<file path="src/rtl/bp_cce_pkg.sv">
// bp_cce_pkg: serializer state encoding, default block geometry and memory message field widths
package bp_cce_pkg;
  localparam int cce_mem_msg_type_width_lp = 2;
  localparam int beats_lp = 8;
  localparam int block_offset_lp = 6;
  typedef enum logic [2:0] {
    IDLE    = 3'd0,
    WR_REQ  = 3'd1,
    WR_RESP = 3'd2,
    RD_REQ  = 3'd3,
    RD_WAIT = 3'd4,
    RD_RESP = 3'd5
  } bp_me_mem_serializer_state_e;
endpackage

</file>
<file path="src/rtl/bp_me_block_sipo.sv">
// bp_me_block_sipo: collects in-order dword beats (v_i/data_i) into a block (data_o); clear_i restarts, last_o marks the final beat, full_o holds after it
module bp_me_block_sipo
  #(parameter int block_width_p = 512
  , parameter int dword_width_p = 64
  , localparam int beats_lp = block_width_p / dword_width_p
  , localparam int lg_beats_lp = $clog2(beats_lp))
  (input  logic                     clk_i
  , input  logic                     reset_n_i
  , input  logic                     clear_i
  , input  logic                     v_i
  , input  logic [dword_width_p-1:0] data_i
  , output logic [block_width_p-1:0] data_o
  , output logic                     last_o
  , output logic                     full_o);

  logic [lg_beats_lp-1:0] rcv_cnt, rcv_nxt;
  logic carry;

  assign {carry, rcv_nxt} = {1'b0, rcv_cnt} + (lg_beats_lp+1)'(1);
  assign last_o = v_i & carry;

  always_ff @(posedge clk_i or negedge reset_n_i)
    if (!reset_n_i) begin
      rcv_cnt <= '0;
      full_o <= 1'b0;
    end else if (clear_i) begin
      rcv_cnt <= '0;
      full_o <= 1'b0;
    end else if (v_i) begin
      rcv_cnt <= rcv_nxt;
      full_o <= full_o | carry;
    end

  for (genvar i = 0; i < beats_lp; i++) begin : g_slot
    logic [dword_width_p-1:0] slot_r;
    logic we;
    assign we = v_i & (rcv_cnt == lg_beats_lp'(i));
    assign data_o[i*dword_width_p +: dword_width_p] = slot_r;
    always_ff @(posedge clk_i or negedge reset_n_i)
      if (!reset_n_i) slot_r <= '0;
      else if (we) slot_r <= data_i;
  end

endmodule

</file>
<file path="src/rtl/bp_me_mem_serializer.sv">
// bp_me_mem_serializer: turns CCE block commands (mem_cmd/mem_data_cmd) into dword beats on the dram bus and returns mem_resp/mem_data_resp
module bp_me_mem_serializer
  import bp_cce_pkg::*;
  #(parameter int paddr_width_p = 39
  , parameter int cce_block_width_p = 8 << block_offset_lp
  , parameter int dword_width_p = cce_block_width_p / beats_lp
  , parameter int num_lce_p = 2
  , parameter int lce_assoc_p = 8
  , localparam int lce_id_width_lp = num_lce_p > 1 ? $clog2(num_lce_p) : 1
  , localparam int way_id_width_lp = $clog2(lce_assoc_p)
  , localparam int addr_lsb_lp = lce_id_width_lp + way_id_width_lp
  , localparam int hdr_width_lp = cce_mem_msg_type_width_lp + paddr_width_p + addr_lsb_lp
  , localparam int cce_mem_cmd_width_lp = hdr_width_lp
  , localparam int cce_mem_data_cmd_width_lp = hdr_width_lp + cce_block_width_p
  , localparam int mem_cce_resp_width_lp = hdr_width_lp
  , localparam int mem_cce_data_resp_width_lp = hdr_width_lp + cce_block_width_p)
  (input  logic                                  clk_i
  , input  logic                                  reset_n_i
  , input  logic [cce_mem_cmd_width_lp-1:0]       mem_cmd_i
  , input  logic                                  mem_cmd_v_i
  , output logic                                  mem_cmd_yumi_o
  , input  logic [cce_mem_data_cmd_width_lp-1:0]  mem_data_cmd_i
  , input  logic                                  mem_data_cmd_v_i
  , output logic                                  mem_data_cmd_yumi_o
  , output logic [mem_cce_resp_width_lp-1:0]      mem_resp_o
  , output logic                                  mem_resp_v_o
  , input  logic                                  mem_resp_ready_i
  , output logic [mem_cce_data_resp_width_lp-1:0] mem_data_resp_o
  , output logic                                  mem_data_resp_v_o
  , input  logic                                  mem_data_resp_ready_i
  , output logic                                  dram_v_o
  , output logic                                  dram_w_o
  , output logic [paddr_width_p-1:0]              dram_addr_o
  , output logic [dword_width_p-1:0]              dram_data_o
  , input  logic                                  dram_ready_i
  , input  logic                                  dram_data_v_i
  , input  logic [dword_width_p-1:0]              dram_data_i);

  localparam int lg_beats_lp = $clog2(cce_block_width_p / dword_width_p);
  localparam int dw_off_lp = $clog2(dword_width_p / 8);
  localparam int blk_off_lp = lg_beats_lp + dw_off_lp;

  bp_me_mem_serializer_state_e state_r, state_nxt;
  logic [hdr_width_lp-1:0] hdr_r;
  logic [cce_block_width_p-1:0] data_r, rd_block;
  logic [lg_beats_lp-1:0] req_cnt, req_nxt;
  logic req_last, idle, fire, rd_v, rd_done, sipo_last, sipo_full;

  // yumi stays low while reset is held even though the state already reads IDLE
  assign idle = (state_r == IDLE) & reset_n_i;
  assign mem_data_cmd_yumi_o = mem_data_cmd_v_i & idle;
  assign mem_cmd_yumi_o = mem_cmd_v_i & ~mem_data_cmd_v_i & idle;
  assign dram_v_o = (state_r == WR_REQ) | (state_r == RD_REQ);
  assign dram_w_o = state_r == WR_REQ;
  assign fire = dram_v_o & dram_ready_i;
  // carry out of the beat counter marks the last beat so the counter can wrap freely
  assign {req_last, req_nxt} = {1'b0, req_cnt} + (lg_beats_lp+1)'(1);
  assign dram_addr_o = dram_v_o ? {hdr_r[addr_lsb_lp+blk_off_lp +: paddr_width_p-blk_off_lp], req_cnt, {dw_off_lp{1'b0}}} : '0;
  assign dram_data_o = dram_w_o ? data_r[req_cnt*dword_width_p +: dword_width_p] : '0;
  assign rd_v = dram_data_v_i & ((state_r == RD_REQ) | (state_r == RD_WAIT));
  assign rd_done = sipo_full | sipo_last;
  assign mem_resp_v_o = state_r == WR_RESP;
  assign mem_resp_o = mem_resp_v_o ? hdr_r : '0;
  assign mem_data_resp_v_o = state_r == RD_RESP;
  assign mem_data_resp_o = mem_data_resp_v_o ? {hdr_r, rd_block} : '0;

  always_comb begin
    state_nxt = state_r;
    case (state_r)
      IDLE:    state_nxt = mem_data_cmd_yumi_o ? WR_REQ : mem_cmd_yumi_o ? RD_REQ : IDLE;
      WR_REQ:  state_nxt = (fire & req_last) ? WR_RESP : WR_REQ;
      WR_RESP: state_nxt = mem_resp_ready_i ? IDLE : WR_RESP;
      RD_REQ:  state_nxt = !(fire & req_last) ? RD_REQ : rd_done ? RD_RESP : RD_WAIT;
      RD_WAIT: state_nxt = rd_done ? RD_RESP : RD_WAIT;
      RD_RESP: state_nxt = mem_data_resp_ready_i ? IDLE : RD_RESP;
      default: state_nxt = IDLE;
    endcase
  end

  always_ff @(posedge clk_i or negedge reset_n_i)
    if (!reset_n_i) begin
      state_r <= IDLE;
      req_cnt <= '0;
      hdr_r <= '0;
      data_r <= '0;
    end else begin
      if (mem_data_cmd_yumi_o) begin
        hdr_r <= mem_data_cmd_i[cce_block_width_p +: hdr_width_lp];
        data_r <= mem_data_cmd_i[cce_block_width_p-1:0];
      end else if (mem_cmd_yumi_o) hdr_r <= mem_cmd_i;
      if (state_r == IDLE) req_cnt <= '0;
      else if (fire) req_cnt <= req_nxt;
      state_r <= state_nxt;
    end

  bp_me_block_sipo #(.block_width_p(cce_block_width_p), .dword_width_p(dword_width_p)) sipo
    (.clk_i(clk_i)
    , .reset_n_i(reset_n_i)
    , .clear_i(mem_cmd_yumi_o)
    , .v_i(rd_v)
    , .data_i(dram_data_i)
    , .data_o(rd_block)
    , .last_o(sipo_last)
    , .full_o(sipo_full));

  stray_beat: assert property (@(posedge clk_i) disable iff (!reset_n_i)
    dram_data_v_i |-> (state_r == RD_REQ || state_r == RD_WAIT));

endmodule
</file>
<file path="config.mk">
export PLATFORM = sky130hd
export DESIGN_NAME = bp_me_mem_serializer
export DESIGN_NICKNAME = d
export VERILOG_FILES = /design/src/rtl/bp_cce_pkg.sv /design/src/rtl/bp_me_block_sipo.sv /design/src/rtl/bp_me_mem_serializer.sv
export SDC_FILE = /design/constraint.sdc
export NUM_CORES = 2
export LEC_CHECK = 0
export ABC_AREA = 0
export CAP_MARGIN = 5
export CORE_AREA = 4 4 544 546
export CTS_CLUSTER_SIZE = 25
export DETAILED_ROUTE_END_ITERATION = 8
export DIE_AREA = 0 0 548 550
export SETUP_SLACK_MARGIN = 0.02
export SYNTH_ARGS = -nofsm -noshare
export SYNTH_HDL_FRONTEND = slang
export SYNTH_SLANG_ARGS = --single-unit
</file>
<file path="constraint.sdc">
create_clock -name clk_i -period 5.2 [get_ports clk_i]
set_input_delay 1.04 -clock clk_i [delete_from_list [all_inputs] [get_ports clk_i]]
set_output_delay 1.04 -clock clk_i [all_outputs]
set_load 0.05 [all_outputs]
</file>
==> flow_summary.json <==
{
  "outcome": "complete, no violations",
  "detail-route-antenna-nets": 0,
  "drv_cap": 0,
  "cts_buffers": 134,
  "first_pass_iters": 5,
  "hold-worst-slack_ps": 156,
  "grt_pass1_vias": 36400,
  "die_x_um": 548,
  "post-dp-hpwl_um": 153000,
  "synth_top_family_by_area": "multiplexers",
  "setup_viol": 0,
  "r2r_start": "state_r[2]",
  "required_ps": 4160,
  "synth_commonest_cells": "1079 x dfrtp_1, 1009 x mux2_2, 682 x and2_1",
  "worstSetupPathType": "reg -> out",
  "worstMarginPinSlew_ps": 985,
  "yosysWarnings": 0,
  "tns_ps": 0,
  "p_leak_nw": 29.7,
  "crit_path_start_kind": "flop",
  "yosysTopAreaCell": "dfrtp_1",
  "yosysMostFrequentCell": "dfrtp_1",
  "cts.root.buffer_cell": "clkbuf_16",
  "numPortBuffers": 1381,
  "clock_sinks": 1079,
  "swShare": 0.357,
  "slew_violations": 0,
  "multiInputGateArea_um2": 20800,
  "grt_max_degree": 161,
  "antenna_found_initial": 81,
  "worst_slack_ps": 356,
  "synth_fa_ha_area_frac": 0.00179,
  "gp_congestion": 0.904,
  "cts_setup_buffers": 0,
  "vias": 34300,
  "cp.arrival_ps": 3800,
  "n_fill_cell": 30300,
  "slew_headroom": 0.343,
  "ys.flop_type": "dfrtp_1",
  "synth_simple_gate_area_frac": 0.0918,
  "finish.utilization": 0.248,
  "cts_tree": "built",
  "synth_compound_area_frac": 0.0331,
  "clock_latency_ps": 780,
  "routed_wl_um": 200000,
  "ys_top_cells_by_area": "dfrtp_1 55%, mux2_2 23%, and2_1 8.7%",
  "clk_pin_slew_ps": 50,
  "hold_path.class": "in -> async",
  "grt_overflow": 0,
  "core_area_um2": 291000,
  "wire_per_inst_um": 22.7,
  "nets": 5474,
  "finalCritPeriodShare": 0.932,
  "layout-drive-gt1-share": 0.298,
  "regArea_um2": 27000,
  "synthMuxAreaShare": 0.295,
  "post-place-ws_ps": 1060,
  "power.switching_mw": 13.8,
  "die_area_um2": 301000,
  "cts.htree.levels": 4,
  "fin_worst_skew_ps": 42.6,
  "timing.fmax_mhz": 206,
  "syn_area_um2": 49000,
  "ys_seq_elements": 1079,
  "syn_to_final_growth_pct": 47.0,
  "ys_seq_area_frac": 0.551,
  "powerDensity_nw_per_um2": 536,
  "end_kind": "output port",
  "p_comb_frac": 0.361,
  "routed_via_density": 3.89,
  "drcViolationCount": 0,
  "p_clk_frac": 0.250,
  "dieHeight_um": 550,
  "cp-startpoint": "state_r[1]",
  "crit_fanout": 160,
  "async_reset_ff_frac": 1.00,
  "synthDistinctLibCells": 49,
  "drt_iter0_drc": 1898,
  "netlist_instances": 3448,
  "synth-xor-area-share": 0.000179,
  "cts.path.max_buffers": 4,
  "grt_pass1_wl_um": 280000,
  "initial_core_util": 0.169,
  "row_count": 198,
  "finalHoldViolCount": 0,
  "post_synth.cell_area_avg_um2": 14.2,
  "ir_drop_uv": 398,
  "io_pins": 1385,
  "p_seq_frac": 0.389,
  "final.min_clock_period_ps": 4840,
  "intPower_mw": 24.8,
  "grtUsageTotal": 0.127,
  "rsz0062_at_grt": "false",
  "fin_cells": 8812,
  "synth_edf_count": 0,
  "synth_top_area_frac": 0.551,
  "place_inst": 8557
}
## power groups by stage
| stage | logic (mW) | registers [mW] | clock network [mW] |
|---|---|---|---|
| 6_report | 13.9 | 15.0 | 9.66 |
| 5_1_grt | 14.8 | 15.4 | 10.3 |
| 4_1_cts | 14.1 | 15.1 | 10.0 |
| 3_5_place_dp | 14.1 | 15.2 | 0 |
| 3_3_place_gp | 13.9 | 15.1 | 0 |
| 2_1_floorplan | 9.79 | 13.4 | 0 |
## critical path, stage by stage, from the launching register on
cell             delay, ps
dfrtp_1                620
nand3b_1               410
inv_8                  310
buf_12                 400
and2_1                 230
clkdlybuf4s50_1        820
## cell families (layout without fill, tap and decap cells)
family / count (synthesis) / count (layout)
mux: 1154 / 1154
simple gates: 715 / 715
xor+xnor: 1 / 1
compound gates: 224 / 224
flops: 1079 / 1079
buf+inv: 267 / 1704
fa+ha+maj: 7 / 7
other cells: 1 / 28
## metrics by stage
step | area [um^2] | total power [mW]
after floorplan | 49000 | 23.2
after global placement | 67400 | 28.9
after detailed placement | 67400 | 29.3
after CTS | 72000 | 39.2
after global routing | 72000 | 40.6
final | 72000 | 38.6
## final timing paths
| path | endpoint | slack [ps] | cells past startpoint |
|---|---|---|---|
| min reg2reg | sipo.g_slot[0].slot_r[7] | 480 | 1 |
| min in group clk_i | sipo.g_slot[0].slot_r[7] | 480 | 1 |
| max reg2reg | sipo.g_slot[7].slot_r[50] | 2110 | 5 |
| max | mem_data_resp_o[103] | 360 | 5 |
| max in group asynchronous | data_r[185] | 2910 | 4 |
| min | sipo.rcv_cnt[0] | 160 | 1 |
## timing repair
item,CTS,global route
resized for setup,0,1
hold buffers,0,0
endpoints found under the setup margin,0,1
## per-layer routing
layer	track usage	vias up	wire length (um)
met3	0.0456	312	18000
met1	0.153	17600	80100
li1	-	14900	-
met4	0.0363	72	5880
met2	0.213	1400	95600
met5	0	-	472
## cell type report
cell class,count,share of cell area
clock buffers,182,0.0540
inverters,11,0.000782
diodes,25,0.000868
clock inverters,48,0.00889
well taps,3900,0.0677
flip-flops and latches,1079,0.375
multi-input cells,2104,0.288
repair buffers,1463,0.205
## placed cells by master (no fill, tap or decap), types with 11 or more instances in the layout
| master | count |
|---|---|
| mux2_1 | 15 |
| and2_1 | 682 |
| dfrtp_1 | 1076 |
| o21ai_0 | 95 |
| buf_12 | 25 |
| clkinv_2 | 19 |
| clkbuf_8 | 25 |
| clkbuf_16 | 139 |
| mux2_2 | 1009 |
| a22o_1 | 66 |
| a2bb2oi_1 | 45 |
| bufinv_16 | 11 |
| clkbuf_1 | 18 |
| mux4_2 | 128 |
| clkdlybuf4s50_1 | 1376 |
| buf_4 | 61 |
| diode_2 | 25 |
## registers in the layout, summed over array words and instances (netlist names)
register and count:
state_r 3, data_r 512, sipo.g_slot.slot_r 512, sipo.rcv_cnt 3, sipo.full_o 1, hdr_r 45, req_cnt 3
No activity file was read; power rests on OpenSTA's default activity.
